==> src/rtl/ddr_burst_mem.sv <==
// ddr_burst_mem: two-lane (even/odd word) burst memory with a valid/ready
// command handshake, per-lane write masks, address wrap-around and a
// registered read-valid strobe. Each rising edge moves one two-word beat.
module ddr_burst_mem #(
    parameter int DATA_W    = 8,
    parameter int ADDR_W    = 3,
    parameter int BURST_LEN = 4
) (
    input  logic                clock,
    input  logic                reset,
    input  logic                cmd_valid,
    output logic                cmd_ready,
    input  logic                cmd_wr,
    input  logic [ADDR_W-1:0]   cmd_addr,
    input  logic [2*DATA_W-1:0] wdata,
    input  logic [1:0]          wmask,
    input  logic                wdata_valid,
    output logic [2*DATA_W-1:0] rdata,
    output logic                rdata_valid,
    output logic                busy
);

    localparam int DEPTH = 2 ** ADDR_W;
    localparam int CNT_W = $clog2(BURST_LEN) + 1;

    typedef enum logic [1:0] {
        IDLE  = 2'd0,
        WRITE = 2'd1,
        READ  = 2'd2
    } state_t;

    state_t              state_r;
    state_t              state_n;
    logic [CNT_W-1:0]    beat_r;
    logic [ADDR_W-1:0]   base_r;
    logic [DATA_W-1:0]   mem_r [DEPTH];
    logic [ADDR_W-1:0]   addr_even_s;
    logic [ADDR_W-1:0]   addr_odd_s;
    logic                last_beat_s;
    logic                accept_s;
    logic                wr_beat_s;
    logic                unused_addr_lsb_s;

    // Bit 0 of the command address is deliberately dropped (pair alignment).
    assign unused_addr_lsb_s = cmd_addr[0];

    // Beat address: base + 2k truncated to ADDR_W bits gives natural wrap.
    assign addr_even_s = base_r + ADDR_W'({beat_r, 1'b0});
    assign addr_odd_s  = {addr_even_s[ADDR_W-1:1], 1'b1};
    assign last_beat_s = (beat_r == CNT_W'(BURST_LEN - 1));
    assign accept_s    = (state_r == IDLE) && cmd_valid;
    assign wr_beat_s   = (state_r == WRITE) && wdata_valid;

    // Next-state decode for the IDLE/WRITE/READ burst sequencer.
    always_comb begin
        state_n = state_r;
        case (state_r)
            IDLE: begin
                if (cmd_valid) begin
                    state_n = cmd_wr ? WRITE : READ;
                end else begin
                    state_n = IDLE;
                end
            end
            WRITE: begin
                if (wdata_valid && last_beat_s) begin
                    state_n = IDLE;
                end else begin
                    state_n = WRITE;
                end
            end
            READ: begin
                if (last_beat_s) begin
                    state_n = IDLE;
                end else begin
                    state_n = READ;
                end
            end
            default: state_n = IDLE;
        endcase
    end

    // State register plus registered handshake outputs derived from next state.
    always_ff @(posedge clock or posedge reset) begin
        if (reset) begin
            state_r   <= IDLE;
            cmd_ready <= 1'b1;
            busy      <= 1'b0;
        end else begin
            state_r   <= state_n;
            cmd_ready <= (state_n == IDLE);
            busy      <= (state_n != IDLE);
        end
    end

    // Base address latch on acceptance; beat counter advances per moved beat.
    always_ff @(posedge clock or posedge reset) begin
        if (reset) begin
            base_r <= {ADDR_W{1'b0}};
            beat_r <= {CNT_W{1'b0}};
        end else if (accept_s) begin
            base_r <= {cmd_addr[ADDR_W-1:1], 1'b0};
            beat_r <= {CNT_W{1'b0}};
        end else if (wr_beat_s || (state_r == READ)) begin
            beat_r <= beat_r + CNT_W'(1);
        end
    end

    // Storage array: cleared in full on reset, masked per-lane writes otherwise.
    always_ff @(posedge clock or posedge reset) begin
        if (reset) begin
            for (int i = 0; i < DEPTH; i++) begin
                mem_r[i] <= {DATA_W{1'b0}};
            end
        end else if (wr_beat_s) begin
            if (wmask[0]) begin
                mem_r[addr_even_s] <= wdata[DATA_W-1:0];
            end
            if (wmask[1]) begin
                mem_r[addr_odd_s] <= wdata[2*DATA_W-1:DATA_W];
            end
        end
    end

    // Read beat register: valid for each READ-state edge, data holds afterwards.
    always_ff @(posedge clock or posedge reset) begin
        if (reset) begin
            rdata       <= {(2*DATA_W){1'b0}};
            rdata_valid <= 1'b0;
        end else if (state_r == READ) begin
            rdata       <= {mem_r[addr_odd_s], mem_r[addr_even_s]};
            rdata_valid <= 1'b1;
        end else begin
            rdata_valid <= 1'b0;
        end
    end

endmodule

==> config.mk <==
export PLATFORM = sky130hd
export DESIGN_NAME = ddr_burst_mem
export DESIGN_NICKNAME = d
export VERILOG_FILES = /design/src/rtl/ddr_burst_mem.sv
export SDC_FILE = /design/constraint.sdc
export NUM_CORES = 1
export LEC_CHECK = 0
export BUFFER_PORTS_ARGS = -buffer_cell sky130_fd_sc_hd__buf_2
export CORE_MARGIN = 5
export CORE_UTILIZATION = 45
export CTS_BUF_LIST = sky130_fd_sc_hd__clkbuf_4
export DETAILED_ROUTE_END_ITERATION = 8
export GPL_TIMING_DRIVEN = 0
export PLACE_DENSITY = 0.6
export SYNTH_ARGS = -nofsm -noshare
export SYNTH_HDL_FRONTEND = slang
export SYNTH_SLANG_ARGS = --single-unit
==> constraint.sdc <==
create_clock -name clock -period 3 [get_ports clock]
set_input_delay 0.45 -clock clock [delete_from_list [all_inputs] [get_ports clock]]
set_output_delay 0.45 -clock clock [all_outputs]
set_load 0.01 [all_outputs]
### After elaboration in Yosys (flattened, before gate mapping)

Cells that the tools add are included.

| cells by class | value |
|---|---|
| bitwise logic cells | 2 |
| equal/unequal tests | 3 |
| reduce and logical (&&, ||, !) cells | 10 |
| muxes and demuxes | 23 |
| $lt $le $gt $ge | 4 |
| add/sub/neg operators | 2 |

Operator list:

| operator | number |
|---|---|
| 64-bit two-way mux | 3 |
| 64-bit bitwise mux | 2 |
| 8-bit binary-select mux with 3-bit select | 2 |
| 8-bit demux with 3-bit select | 2 |
| 8-bit two-way mux | 6 |
| 4-bit >= comparator (second input constant) | 2 |
| 4-bit by 1-bit less-than comparator with 1-bit output (second input constant) | 2 |
| 3-bit inverter with 4-bit output | 2 |
| 2-bit two-way mux | 3 |
| 3-bit two-way mux | 2 |
| 2-bit one-hot mux with 3 select lines | 1 |
| 1-bit logical AND | 5 |
| 2-bit logical NOT | 2 |
| 2-bit nonzero test | 2 |
| 3-bit by 1-bit adder with 3-bit output (second input constant) | 1 |
| 3-bit adder | 1 |
| 3-bit by 2-bit == test with 1-bit output (second input constant) | 1 |
| 2-bit by 1-bit == test with 1-bit output (second input constant) | 1 |
| 2-bit == test (second input constant) | 1 |
| 1-bit two-way mux | 2 |
| 1-bit logical OR | 1 |

| storage, ports and cells | value |
|---|---|
| bits in registers | 90 |
| word-level logic and storage cells | 59 |

### Logic depth before layout (Yosys ltp)

| depth | value |
|---|---|
| depth after elaboration | 11 |
| mapped depth | 7 |
| depth with buffers taken out | 5 |

### Worst setup path after synthesis

Ideal clock, no wire load.

| timing | value |
|---|---|
| path type | register -> register |
| start | register beat_r[0] |
| end | register rdata[8] |
| path buffers | 2 |
| library setup time | 0.125 ns |
| period minus slack after synthesis | 2.046 ns |
| slack | 0.954 ns |
| stages on the path, launching flop included | 6 |
| arrival time | 1.921 ns |
| cells stage by stage | dfrtp_1 > ha_1 > buf_2 > buf_2 > mux4_2 > mux2_4 |

| on the way | value |
|---|---|
| longest elaborated chain between the ends | 5 |

Ends and longest elaborated chain:

| what | line | text |
|---|---|---|
| from (decl) | 34 | `logic [CNT_W-1:0] beat_r;` |
| from (signal assigned) | 100 | `beat_r <= {CNT_W{1'b0}};` |
| from (signal assigned) | 103 | `beat_r <= {CNT_W{1'b0}};` |
| from (signal assigned) | 105 | `beat_r <= beat_r + CNT_W'(1);` |
| 3-bit adder | 48 | `assign addr_even_s = base_r + ADDR_W'({beat_r, 1'b0});` |
| 3-bit inverter with 4-bit output (not written as such) | 131 | `rdata <= {mem_r[addr_odd_s], mem_r[addr_even_s]};` |
| 8-bit binary-select mux with 3-bit select | 131 |  |
| 8-bit two-way mux (not written as such) (2 in series) | 131 |  |
| to (signal assigned) | 128 | `rdata <= {(2*DATA_W){1'b0}};` |
| to (signal assigned) | 131 |  |
| to (decl) | 18 | `output logic [2*DATA_W-1:0] rdata,` |

No other way between the ends. The select of a mux whose other input is x is not followed.
A chain may end at the register's enable or synchronous reset.

### Worst setup path in the final report

| timing | value |
|---|---|
| start | register beat_r[0] |
| end | register mem_r[42] in the netlist's numbering |

| on the way | value |
|---|---|
| longest elaborated chain between the ends | 11 |
| elaborated cells on any way between the ends | 18 |
| classes of those cells | 1 x add/sub; 4 x order compare; 9 x mux; 2 x bitwise; 2 x reduce/logical |

Ends and longest elaborated chain:

| what | line | text |
|---|---|---|
| 3-bit adder * | 48 |  |
| 3-bit inverter with 4-bit output (not written as such) | 117 | `mem_r[addr_even_s] <= wdata[DATA_W-1:0];` |
| 4-bit >= comparator (not written as such) / 4-bit by 1-bit less-than comparator with 1-bit output (equally long branches) | 117 |  |
| 1-bit logical AND (not written as such) | 117 |  |
| 8-bit two-way mux (not written as such) | 117 |  |
| 8-bit demux with 3-bit select | 117 |  |
| 64-bit bitwise mux | 117 |  |
| 64-bit two-way mux | 116 | `if (wmask[0]) begin` |
| 64-bit two-way mux | 115 | `end else if (wr_beat_s) begin` |
| 64-bit bitwise mux | 120 | `mem_r[addr_odd_s] <= wdata[2*DATA_W-1:DATA_W];` |
| 64-bit two-way mux * | 119 | `if (wmask[1]) begin` |
| to (signal, indexed assignment) | 113 | `mem_r[i] <= {DATA_W{1'b0}};` |
| to (signal, indexed assignment) | 117 |  |
| to (signal, indexed assignment) | 120 |  |
| to (decl) | 36 | `logic [DATA_W-1:0] mem_r [DEPTH];` |

Mark *: on every way between the ends. The rest lies on a longest branch, timed or not. The select of a mux whose other input is x is not followed.

==> qor.yml <==
yosysTopAreaCell: "dfrtp_1"
cp_max_fo: 10
hold_viol: 0
period_share_pct: 79.3
layout-drive-gt1-share_pct: 49.5
wirelength_um: 7720
crit_family: "buffers and inverters"
post_cts_buffers: 0
p_leak_nw: 2.15
grt_overflow: 0
grt_use_total_pct: 15.0
ys_warn_count: 0
yosysSeqAreaShare_pct: 56.1
crit_path_max_incr_delay_ps: 440
drtAntennaViolNets: 0
ys.flop_type: "dfrtp_1"
synth_top_family_by_area: "multiplexers"
place_congestion: 0.749
hpwlAfterDp_um: 5290
cts_buffers: 9
status: "complete, no violations"
core-area_um2: 8720
route.detailed.drc: 0
cp-end-kind: "flip-flop"
grt_max_degree: 66
initial_core_util_pct: 46.0
fin_ws_ps: 622
antenna_found_initial: 0
clock_path_buffers: 2
hp-start: "cmd_addr[2]"
via_count: 2344
syn_avg_cell_area_um2: 15.2
skew_ps: 15.5
synth_nets: 294
fin_nets: 350
synthDistinctLibCells: 36
die_h_um: 104
setup_viol: 0
crit_start: "beat_r[0]"
grt_pass1_wl_um: 13100
yosys.area_share.simple_pct: 7.11
max_freq_ghz: 0.420
register_area_um2: 2250
io_pins: 45
row_count: 34
synth_compound_area_share_pct: 3.27
synth_edf_count: 0
arrival_ps: 2680
clock_latency_ps: 420
maxSlewViolCount: 0
port_buffers: 43
p_total_mw: 5.39
place_ws_ps: 581
peakVddDrop_uv: 490
power_density_nw_per_um2: 1170
die_w_um: 104
dr.pass1.iters: 4
syn_area_um2: 4020
period_needed_ps: 2380
yosys.area_share.xor_xnor_pct: 0.592
synthCells: 265
crit_path_cell_trace: "ha_1 > buf_2 > buf_2 > nand3_2 > mux2_2"
ys_seq_elements: 90
timing.rr.start: "beat_r[0]"
fill_cells: 738
worst-setup-path-type: "reg -> reg"
crit_required_ps: 3300
crit_buf_inv: 2
crit_top_cell: "buf_2"
h-tree-depth: 3
cts_tree: "built"
synth_mux_area_share_pct: 30.1
wl_per_cell_um: 17.8
synthAdderAreaFrac_pct: 0.935
drt-initial-drc-count: 86
setup_tns_ps: 0
async_reset_ff_share_pct: 100
cap_violations: 0
viasPerCell: 5.41
grt_pass1_vias: 2471
areaGrowthSynthToFinish_pct: 14.8
die_area_um2: 10900
worst_slew_pin_slew_ps: 704
start_kind: "flip-flop"
diodes: 0
rsz0062_at_grt: "no"
netlist_top_cells_area: "dfrtp_1 (55%), mux2_2 (21%), mux4_2 (4.5%), mux2i_1 (3.5%), a221o_1 (2.0%)"
path_clk_slew_ps: 140
clock_sinks: 90
slew_headroom_pct: 53.1
synth_top_area_share_pct: 55.5
cp_slowest_cell: "dfrtp_1"
root_buffer: "clkbuf_4"
hp-class: "in -> reg"
multi_input_area_um2: 1690
layer usage:
| layer | share of wire [%] | vias up | global-route usage, % |
|---|---|---|---|
| met5 | 0 | - | 0 |
| met4 | 1.1 | 0 | 5.27 |
| met3 | 3.4 | 9 | 3.35 |
| met2 | 47 | 44 | 22.7 |
| met1 | 48 | 1195 | 21.4 |
| li1 | - | 1096 | - |
stage by stage:
step | cell area, µm² | hold WS, ps | std cells | utilization (%)
floorplan | 4020 | 471 | 265 | -
global placement | 4370 | 480 | 416 | 50.1
detailed placement | 4400 | 452 | 417 | 50.4
CTS | 4610 | 222 | 433 | 52.8
global route | 4610 | 222 | 433 | 52.8
finish | 4610 | 251 | 433 | 52.8
cell usage after synthesis, drive strengths merged (3+ instances only):
cell     n
dfrtp   89
mux2    76
mux2i   14
nor3    11
mux4     9
a221o    8
nor2     8
buf      7
a21oi    5
clkbuf   5
ha       3
inv      3
nand2b   3
nor3b    3
or3b     3
placed cells by master, fill, tap and decap left out, types with 2 or more instances in the layout:
cell       count
dfrtp_1       89
mux2_2        74
buf_2         48
mux2i_1       14
clkbuf_4      10
nor3_1         9
mux4_2         8
nor2_1         8
a221o_1        8
clkbuf_1       5
a21oi_1        5
bufinv_16      4
nand2b_1       3
ha_1           3
nand4b_1       2
nor3b_4        2
inv_1          2
o21ai_0        2
nand2_1        2
mux2_4         2
nand3b_1       2
nor3_4         2
or3b_2         2
cell families (layout without fill, tap and decap cells):
family | after synthesis | after routing
adder cells (fa/ha/maj) | 3 | 3
flip-flops | 90 | 90
AO/OA/AOI/OAI | 17 | 17
XOR/XNOR | 1 | 1
buffers and inverters | 15 | 75
AND/OR/NAND/NOR | 40 | 40
multiplexers | 99 | 99
repair_timing:
item	in CTS	in global routing
hold buffers	1	0
gates resized for setup	0	0
hold endpoints to repair	25	0
where the power goes:
part | switching (mW) | leakage, nW | internal (mW)
Sequential | 0.284 | 1.14 | 1.79
Clock | 0.396 | 0.103 | 0.511
Combinational | 1.11 | 0.908 | 1.31
Total | 1.79 | 2.15 | 3.60
worst paths after layout:
check | endpoint | slack, ps | cells after the start
setup / recovery | mem_r[42] | 620 | 5
hold / removal | base_r[2] | 250 | 2
setup reg to reg | mem_r[42] | 620 | 5
hold reg to reg | mem_r[53] | 510 | 1
max in group asynchronous | mem_r[42] | 1830 | 4
min in group asynchronous | rdata[3] | 530 | 3
registers in the layout (all words and copies together) (netlist names):
| signal | flops |
|---|---|
| mem_r | 64 |
| rdata_valid | 1 |
| beat_r | 3 |
| busy | 1 |
| cmd_ready | 1 |
| base_r | 2 |
| rdata | 16 |
| state_r | 2 |
area by class of cell:
cell class | count | share of cell area (%)
Clock buffer | 10 | 1.63
Inverter | 3 | 0.299
Buffer | 12 | 1.36
Tap cell | 108 | 2.93
Timing Repair Buffer | 45 | 5.48
Sequential cell | 90 | 48.9
Multi-Input combinational cell | 160 | 36.6
Clock inverter | 5 | 2.77
Note: power is estimated with default switching activity, not from simulation.
